<file path="config.mk">
export PLATFORM = sky130hd
export DESIGN_NAME = trigger_receiver
export DESIGN_NICKNAME = d
export VERILOG_FILES = /design/src/rtl/trigger_receiver.sv
export SDC_FILE = /design/constraint.sdc
export NUM_CORES = 1
export LEC_CHECK = 0
export ABC_AREA = 1
export BUFFER_PORTS_ARGS = -buffer_cell sky130_fd_sc_hd__buf_4
export CORE_MARGIN = 2
export CORE_UTILIZATION = 30
export CTS_CLUSTER_DIAMETER = 60
export CTS_CLUSTER_SIZE = 25
export DETAILED_ROUTE_END_ITERATION = 12
export PLACE_DENSITY_LB_ADDON = 0.08
export SYNTH_ARGS = -nofsm -noshare
export SYNTH_HDL_FRONTEND = slang
export SYNTH_SLANG_ARGS = --single-unit
export TNS_END_PERCENT = 50
</file>
<file path="constraint.sdc">
create_clock -name clk -period 1.4 [get_ports clk]
set_input_delay 0.28 -clock clk [delete_from_list [all_inputs] [get_ports clk]]
set_output_delay 0.28 -clock clk [all_outputs]
set_load 0.03 [all_outputs]
</file>
<file path="src/rtl/trigger_receiver.sv">
// Trigger receiver: accepts rising trigger edges while armed, tags each with a
// timestamp and sequence ID, hands it off over valid/ready, then holds off.
module trigger_receiver #(
    parameter int TS_WIDTH     = 32,
    parameter int ID_WIDTH     = 16,
    parameter int MISSED_WIDTH = 16,
    parameter int DEAD_CYCLES  = 8
) (
    input  logic                    clk,
    input  logic                    aresetn,
    input  logic                    arm_i,
    input  logic                    trigger_i,
    input  logic                    event_ready_i,
    output logic                    event_valid_o,
    output logic [TS_WIDTH-1:0]     event_ts_o,
    output logic [ID_WIDTH-1:0]     event_id_o,
    output logic                    busy_o,
    output logic [MISSED_WIDTH-1:0] missed_count_o
);

    localparam int DCW = (DEAD_CYCLES > 1) ? $clog2(DEAD_CYCLES) : 1;
    localparam logic [DCW-1:0] DEAD_LAST = DCW'((DEAD_CYCLES > 0) ? DEAD_CYCLES - 1 : 0);

    typedef enum logic [1:0] {
        S_IDLE,
        S_ARMED,
        S_PENDING,
        S_DEAD
    } state_t;

    state_t              r_state;
    logic [TS_WIDTH-1:0] r_ts;
    logic                r_trig_q;
    logic [ID_WIDTH-1:0] r_id;
    logic [DCW-1:0]      r_dead_cnt;
    logic                w_rise;

    // Missed-trigger counter sticks at all-ones so the DAQ never sees a wrap.
    function automatic logic [MISSED_WIDTH-1:0] sat_inc(input logic [MISSED_WIDTH-1:0] v);
        return (&v) ? v : v + MISSED_WIDTH'(1);
    endfunction

    assign w_rise = trigger_i & ~r_trig_q;
    assign busy_o = (r_state == S_PENDING) || (r_state == S_DEAD);

    always_ff @(posedge clk or negedge aresetn) begin
        if (!aresetn) begin
            r_ts     <= '0;
            r_trig_q <= 1'b0;
        end else begin
            r_ts     <= r_ts + TS_WIDTH'(1);
            r_trig_q <= trigger_i;
        end
    end

    always_ff @(posedge clk or negedge aresetn) begin
        if (!aresetn) begin
            r_state        <= S_IDLE;
            event_valid_o  <= 1'b0;
            event_ts_o     <= '0;
            event_id_o     <= '0;
            r_id           <= '0;
            r_dead_cnt     <= '0;
            missed_count_o <= '0;
        end else begin
            case (r_state)
                S_IDLE: begin
                    if (arm_i) begin
                        r_state        <= S_ARMED;
                        r_id           <= '0;
                        missed_count_o <= '0;
                    end
                end
                S_ARMED: begin
                    // Disarm takes priority over a coincident edge.
                    if (!arm_i) begin
                        r_state <= S_IDLE;
                    end else if (w_rise) begin
                        r_state       <= S_PENDING;
                        event_valid_o <= 1'b1;
                        event_ts_o    <= r_ts;
                        event_id_o    <= r_id;
                        r_id          <= r_id + ID_WIDTH'(1);
                    end
                end
                S_PENDING: begin
                    if (w_rise) begin
                        missed_count_o <= sat_inc(missed_count_o);
                    end
                    if (event_ready_i) begin
                        event_valid_o <= 1'b0;
                        if (DEAD_CYCLES > 0) begin
                            r_state    <= S_DEAD;
                            r_dead_cnt <= '0;
                        end else begin
                            r_state <= arm_i ? S_ARMED : S_IDLE;
                        end
                    end
                end
                S_DEAD: begin
                    if (w_rise) begin
                        missed_count_o <= sat_inc(missed_count_o);
                    end
                    if (r_dead_cnt == DEAD_LAST) begin
                        r_state <= arm_i ? S_ARMED : S_IDLE;
                    end else begin
                        r_dead_cnt <= r_dead_cnt + DCW'(1);
                    end
                end
                default: r_state <= S_IDLE;
            endcase
        end
    end

endmodule
</file>
==> metrics list, run 1 <==
- Hold violation total from the final report: 0
- Chip width: 143.2 µm
- Share of the synthesized netlist area taken by xor and xnor gates: 3.315%
- By count the netlist is led by sky130_fd_sc_hd__nand2_1 (264), sky130_fd_sc_hd__dfrtp_1 (119), sky130_fd_sc_hd__nor2_1 (74).
- Max VDD drop: 0.9610 mV
- After synthesis, the largest family of logic cells by area is simple AND/OR/NAND/NOR gates.
* Worst hold path class: in -> reg
* Adder-cell area share of the yosys netlist: 1.076%
- The root buffer cell chosen for the clock tree is sky130_fd_sc_hd__clkbuf_16.
* Utilization after layout: 45.81%
- In this run the mean area of a mapped cell was 8.199 µm².
- Period Utilization, post-route: 103.5%
* Overflow left after global routing: 0
- In this run the power density over the cells is 1306 nW/µm².
- Status: complete, but fails checks
- Maximum number of pins on one net before global-route repair: 66
- Largest fanout of any net on the critical path: 5
* Global-route wire length before repair: between 20000 and 30000 µm
- The count of pins over their slew limit was 0.
- Compared with the post-synthesis result, the final layout area differs by 48.39%.
* Post-layout total power: 11.27 mW
- Top cells by area, synth: sky130_fd_sc_hd__dfrtp_1 (51%), sky130_fd_sc_hd__nand2_1 (17%), sky130_fd_sc_hd__nor2_1 (4.8%)
- Setup repair after global routing missed its margin: true
* Category of the worst setup path capture point: register
- IO Port Bufs: 70
- The region available for standard cell placement spans 18830 µm².
- The via count of the first global-routing pass came to 5251.
* DRT antenna net count: 0
- Dividing the detail-routed via count by the number of cells gives roughly 4.5.
- At the pin with the least slew margin, the transition time is 0.3824 ns.
- After routing the design area is 8626 µm².
- Post-synthesis cell type count: 35
* Total number of H-tree levels: 4
* Number of instances in the synthesized netlist: 709
- WL per Instance: 14.35 µm
* Crit path DAT: 1.80 ns
* Estimated wirelength of the detail-placed design: 11110 µm
- WL final: approximately 17000 µm
- Setup violations remaining at the end of the flow were counted as 18.
* Max cap viols: 0
- Sequential area share after synthesis: 51.23%
- Final routed DRC violation total: 0
- Initial antenna violation count: 0
- Starting density of the core: approximately 31%
* Net total in the final layout: about 910
- Global routing used 16.13% of the available tracks.
- TritonCTS buffer count: 17
- Prior to clock tree synthesis, the placed netlist has a worst setup slack of -0.09241 ns.
- For this run, the leading register cell type out of synthesis is sky130_fd_sc_hd__dfrtp_1.
* Count of yosys warnings during synthesis: 0
- Share of cells above drive strength 1: 35.82%
- Number of storage elements in the synthesis netlist: 119
- The placed instances occupy a cell area of 7303 µm².
- The setup path with the least slack is of type reg -> reg.
* Number of flops mapped to enable cells by yosys: 0
- Violated checks: negative setup slack
- Of the total synthesized cell area, the portion taken by AND, OR, NAND and NOR gates is 34.29%.
* Max Clock Freq: slightly below 700 MHz
- Leading cell type by number of instances after synthesis: sky130_fd_sc_hd__nand2_1
- Data on the critical path is required at its endpoint by 1.75 ns.
- Dominant cell type by area after synthesis: sky130_fd_sc_hd__dfrtp_1
- STA classifies the critical path startpoint as a register.
* Clock insertion delay at the later pin of the skew report: 0.42 ns
- For this design the static power due to leakage is 4.096 nW.
- The routed layout has 5303 vias.
- Placer Congestion: 0.8633
- Clock-pin transition on the worst setup and hold timing paths: 0.06 ns
- The longest clock path from root to sink contains 2 buffers.
- Post-synth design cell area: just under 6000 µm²
- Mux share of post-synthesis cell area: 0%
* CTS tree: done
- Area share of the largest cell type after synthesis: around half
* Max transition margin: 74.50%
- Number of placed I/O pins: just over 70
- Share of synthesized flip-flops with an asynchronous set or reset: 100.0%
- The die is 143.2 µm tall.
- The clock arrives with about 0.0083 ns of skew.
- Before antenna repair, the detailed router went through 4 iterations.
- Sum Neg Setup Slack: -0.5287 ns
- Area enclosed by the die boundary: just over 20000 µm²
- Final worst setup slack: -0.04847 ns
- Detailed Route Iter0 Violations: just under 300
* Compound-Gate Fraction of Synth Area: 5.704%
- The floorplan has 50 rows.
- The clock drives ~120 sinks.
- Counting every net in the synthesized netlist gives 719.
- Antenna diode count: 0
- Counting I/O delays and the setup requirement, the final critical path takes roughly 1.4 ns.
-- final timing paths --
check / start / to / slack [ns] / cells past startpoint
min reg2reg: event_id_o[2] / event_id_o[2] / 0.48 / 2
max reg2reg: missed_count_o[0] / missed_count_o[9] / -0.05 / 9
max in group asynchronous: aresetn / r_ts[2] / 0.52 / 3
max: missed_count_o[0] / missed_count_o[9] / -0.05 / 9
min: trigger_i / r_trig_q / 0.07 / 2
min in group asynchronous: aresetn / missed_count_o[10] / 0.25 / 2
-- critical path, cell delays in order, from the launching register on --
cell	delay, ns
sky130_fd_sc_hd__dfrtp_2	0.41
sky130_fd_sc_hd__buf_6	0.12
sky130_fd_sc_hd__ha_4	0.16
sky130_fd_sc_hd__nand2_4	0.07
sky130_fd_sc_hd__nor2_4	0.04
sky130_fd_sc_hd__nand2_2	0.09
sky130_fd_sc_hd__nor2_4	0.05
sky130_fd_sc_hd__nand2_4	0.15
sky130_fd_sc_hd__nand3_4	0.14
sky130_fd_sc_hd__o21ai_2	0.14
-- kinds of logic (layout without fill, tap and decap cells) --
family                   count (synthesis)  in the layout
buffers and inverters                   62            263
adder cells (fa/ha/maj)                  5              5
flip-flops                             119            119
XOR/XNOR                                22             22
AO/OA/AOI/OAI                           60             60
AND/OR/NAND/NOR                        441            444
-- power by group --
| group | total [mW] | internal [mW] | switching [mW] |
|---|---|---|---|
| sequential | 4.15 | 3.85 | 0.304 |
| clock | 3.96 | 2.49 | 1.47 |
| combinational | 3.15 | 1.32 | 1.83 |
-- metrics by stage --
| step | instances | hold WS (ns) |
|---|---|---|
| after floorplan | 709 | -0.01559 |
| after global placement | 1111 | 0.1339 |
| after detailed placement | 1111 | 0.1362 |
| after CTS | 1148 | 0.05830 |
| after global routing | 1173 | 0.06343 |
| final | 1173 | 0.07374 |
-- area by class of cell --
| type | count | area [µm²] |
|---|---|---|
| flip-flops and latches | 119 | 2985 |
| repair buffers | 187 | 1659 |
| fillers | 1866 | 10200 |
| clock inverters | 5 | 50.05 |
| well taps | 260 | 325.3 |
| multi-input cells | 531 | 2953 |
| clock buffers | 24 | 471.7 |
| inverters | 47 | 181.4 |
-- per-layer routing --
layer	GRT usage (%)	part of all wire, %
met1	20.70	47
met2	26.89	49
met3	3.152	2.3
met4	6.097	1.6
met5	0	0
-- registers in the layout, indices dropped and copies added (netlist names), named ones only --
| name | cells |
|---|---|
| missed_count_o | 16 |
| r_id | 16 |
| r_trig_q | 1 |
| r_dead_cnt | 3 |
| event_valid_o | 1 |
| event_ts_o | 32 |
| event_id_o | 16 |
| r_ts | 32 |
| r_state | 1 |
-- what timing repair did --
| action | CTS | global route |
|---|---|---|
| hold buffers | 1 | 0 |
| setup endpoints to repair | 32 | 91 |
| pin swaps | 7 | 26 |
| endpoints found under the hold margin | 54 | 0 |
| resized for setup | 30 | 96 |
| setup buffers | 7 | 17 |
| gates cloned | 1 | 8 |
-- placed cells by master, fill, tap and decap left out, types with 11 or more instances in the layout --
cell | netlist | final
sky130_fd_sc_hd__buf_4 | 3 | 149
sky130_fd_sc_hd__buf_6 | 1 | 26
sky130_fd_sc_hd__clkbuf_16 | 0 | 21
sky130_fd_sc_hd__dfrtp_1 | 119 | 113
sky130_fd_sc_hd__inv_1 | 42 | 40
sky130_fd_sc_hd__nand2_1 | 264 | 244
sky130_fd_sc_hd__nand2_2 | 9 | 24
sky130_fd_sc_hd__nand3_1 | 30 | 24
sky130_fd_sc_hd__nand4_1 | 16 | 16
sky130_fd_sc_hd__nor2_1 | 74 | 55
sky130_fd_sc_hd__nor2_2 | 6 | 16
sky130_fd_sc_hd__nor2_4 | 8 | 18
sky130_fd_sc_hd__nor3_2 | 3 | 11
sky130_fd_sc_hd__o21ai_0 | 22 | 16
sky130_fd_sc_hd__o21ai_1 | 22 | 21
sky130_fd_sc_hd__xor2_1 | 17 | 16
Note: power is estimated with default switching activity, not from simulation.
==> inputs of run 2 (changes only) <==
--- a/config.mk
+++ b/config.mk
@@ -8,7 +8,7 @@
 export ABC_AREA = 1
 export BUFFER_PORTS_ARGS = -buffer_cell sky130_fd_sc_hd__buf_4
 export CORE_MARGIN = 2
-export CORE_UTILIZATION = 30
+export CORE_UTILIZATION = 34
 export CTS_CLUSTER_DIAMETER = 60
 export CTS_CLUSTER_SIZE = 25
 export DETAILED_ROUTE_END_ITERATION = 12
@@ -16,4 +16,3 @@
 export SYNTH_ARGS = -nofsm -noshare
 export SYNTH_HDL_FRONTEND = slang
 export SYNTH_SLANG_ARGS = --single-unit
-export TNS_END_PERCENT = 50
==> run 2 against run 1 <==
  * The run still ends with negative setup slack left
  * Total power is 4.7% higher
  * Routed wire length decreased by 6.1%
  * Hold slack gained 0.0017 ns
  * First-iteration DRC count fell by 1.4%
  * Combinational power is essentially flat
  * Largest power group is now the clock network
==> metrics list, run 2 (synthesized netlist as in run 1, its figures left out) <==
- The end of the critical path was busy_o (was missed_count_o[9]).
* Period Utilization, post-route: 105.7% (was 103.5%)
* Detailed Route Iter0 Violations: 288 (was 292)
- Total via count after detailed routing: 5260 (was 5303)
- The number of endpoints failing setup at the final stage was 26 (was 18).
* Startpoint kind of the worst setup timing path: register (unchanged)
* Met2 track demand over resource: 29.36% (was 26.89%)
- Maximum number of pins on one net before global-route repair: 66 (unchanged)
* Max cap viols: 0 (unchanged)
- Worst path required time: 1.12 ns (was 1.75 ns)
- The arrival time of the worst setup path was 1.20 ns (was 1.80 ns).
- The via count of the first global-routing pass was 5094 (was 5251).
- Clock-pin transition on the worst setup and hold timing paths: 0.05 ns (was 0.06 ns)
* Net total in the final layout: 904 (was 913)
- Layout Area Growth over Synthesis: 49.94% (was 48.39%)
- The category of the worst setup path capture point was an output pin (was register).
* Global routing usage summed across all routing layers: 17.55% (was 16.13%)
- Area enclosed by the die boundary: 18160 µm² (was 20510 µm²)
* Global routing usage on met3: 4.167% (was 3.152%)
- Number of placed I/O pins: 71 (unchanged)
- Status: complete, but fails checks (unchanged).
* Chip width: 134.8 µm (was 143.2 µm)
- The leakage dissipation is 4.195 nW (was 4.096 nW).
- Hold violation total from the final report: 0 (unchanged)
- The maximum ir drop on the vdd rail came to 0.8992 mV (was 0.9610 mV).
- The aggregate negative setup slack was -0.5911 ns (was -0.5287 ns).
* Depth of the worst register-to-register path: 8 (was 9)
* Total number of H-tree levels: 4 (unchanged)
- Clock tree root driver cell: sky130_fd_sc_hd__clkbuf_16 (unchanged)
- Violated checks: negative setup slack (unchanged).
- Cell Pwr Density: 1354 nW/µm² (was 1306 nW/µm²)
- WL per Instance: 14.02 µm (was 14.35 µm)
- The maximum operating frequency was 675.6 MHz (was 690.4 MHz).
* Initial antenna violation count: 0 (unchanged)
- Critical setup path kind: reg -> out (was reg -> reg)
- Pins over their slew limit: 0 (unchanged)
- The number of CTS-inserted buffers was 17 (unchanged).
- DRT antenna net count: 0 (unchanged)
- Estimated wirelength of the detail-placed design: 10870 µm (was 11110 µm)
- WL final: 15800 µm (was 16830 µm)
- Floorplan die height: 134.8 µm (was 143.2 µm)
- Detailed-router iteration count before antenna repair: 4 (unchanged)
* Worst hold path class: in -> reg (unchanged)
- Post-route minimum period: 1.480 ns (was 1.448 ns)
* Core region area: 16640 µm² (was 18830 µm²)
- The relative slew slack came to 74.73% (was 74.50%).
* Overflow left after global routing: 0 (unchanged)
- The initial standard-cell utilization of the core was 34.93% (was 30.87%).
- CTS sink cnt: 119 (unchanged)
- Antenna diode count: 0 (unchanged)
- The clock tree from TritonCTS is done (unchanged).
- Endpoint of the worst register-to-register path: r_id[6] (was missed_count_o[9])
* Ratio of routed vias to standard cells: 4.667 (was 4.521)
- The transition time of the tightest slew-check pin is 0.3790 ns (was 0.3824 ns).
- Global-route wire length before repair: 25380 µm (was 25940 µm)
* Top library cells by usage in the layout, fill and taps aside: sky130_fd_sc_hd__nand2_1 (221), sky130_fd_sc_hd__buf_4 (140), sky130_fd_sc_hd__dfrtp_1 (99), sky130_fd_sc_hd__nor2_1 (51) (was sky130_fd_sc_hd__nand2_1 (244), sky130_fd_sc_hd__buf_4 (149), sky130_fd_sc_hd__dfrtp_1 (113), sky130_fd_sc_hd__nor2_1 (55), sky130_fd_sc_hd__inv_1 (40))
- Clk buf depth: 2 (unchanged)
- The clock latency reported for the late side of the worst-skew pair was 0.42 ns (about the same).
- The remaining routing DRC violations was 0 (unchanged).
- The worst path setup slack after routing is -0.08015 ns (was -0.04847 ns).
- Post-placement worst setup slack: -0.06133 ns (was -0.09241 ns)
- Setup repair after global routing missed its margin: true (unchanged)
- Most frequent standard cell in the layout excluding fill and tap cells: sky130_fd_sc_hd__nand2_1 (unchanged)
- The placement row count came to 47 (was 50).
- The most congested layer reported by global routing was met2 (unchanged).
- The worst clock skew is 0.01482 ns (was 0.008343 ns).
* IO Port Bufs: 70 (unchanged)
- The final RePlAce weighted congestion came to 0.8043 (was 0.8633).
* Largest fanout of any net on the critical path: 2 (was 5)
- The global-route track usage on met1 was 22.86% (was 20.70%).
* Largest registers in the final layout: event_ts_o (32), r_ts (32) (unchanged)
- Share of cells above drive strength 1: 40.79% (was 35.82%)
* Reg2Reg Setup Slack: -0.05 ns (about the same)
==> run 2: cell type report <==
type,instances,area (µm²)
Sequential cell,119,3003
Fill cell,1577,7926
Timing Repair Buffer,179,1575
Tap cell,220,275.3
Clock inverter,13,153.9
Multi-Input combinational cell,530,3077
Clock buffer,19,452.9
Inverter,47,178.9
==> run 2: worst max-delay path: stages (launching register included) <==
cell and delay, ns:
sky130_fd_sc_hd__dfrtp_2 0.42, sky130_fd_sc_hd__buf_6 0.13, sky130_fd_sc_hd__buf_12 0.11, sky130_fd_sc_hd__buf_8 0.12
==> run 2: how the worst min path moves through the flow <==
stage	startpoint	to	cells after the start
final	trigger_i	r_trig_q	2
after global routing	trigger_i	r_trig_q	2
after CTS	trigger_i	r_trig_q	2
after detailed placement	aresetn	missed_count_o[10]	2
after global placement	aresetn	missed_count_o[10]	2
after floorplan	aresetn	async pin	0
==> run 2: routing by layer <==
layer	wire, µm	vias up
li1	-	2641
met1	7218	2527
met2	7948	82
met3	476	10
met4	156	0
met5	0	-
==> run 2: per-stage QoR <==
step	power [mW]	cell area (µm²)	std cells	util [%]	hold WS [ns]
floorplan	5.754	5851	709	-	-0.01559
global placement	6.751	7233	1067	43.46	0.3154
detailed placement	6.819	7233	1067	43.46	0.3184
CTS	11.64	8107	1108	48.71	0.05841
global route	12.35	8716	1127	52.37	0.07725
finish	11.80	8716	1127	52.37	0.07546
==> run 2: timing repair <==
item / 4_1_cts / 5_1_grt
resized for setup: 46 / 133
endpoints found under the hold margin: 119 / 0
setup buffers: 7 / 18
gates cloned: 2 / 1
hold buffers: 1 / 0
pin swaps: 14 / 44
endpoints found under the setup margin: 33 / 105
==> run 2: power by group <==
group	switching [mW]	internal (mW)	leakage, nW
Sequential	0.335	3.85	1.58
Combinational	1.85	1.29	2.32
Clock	1.60	2.87	0.291
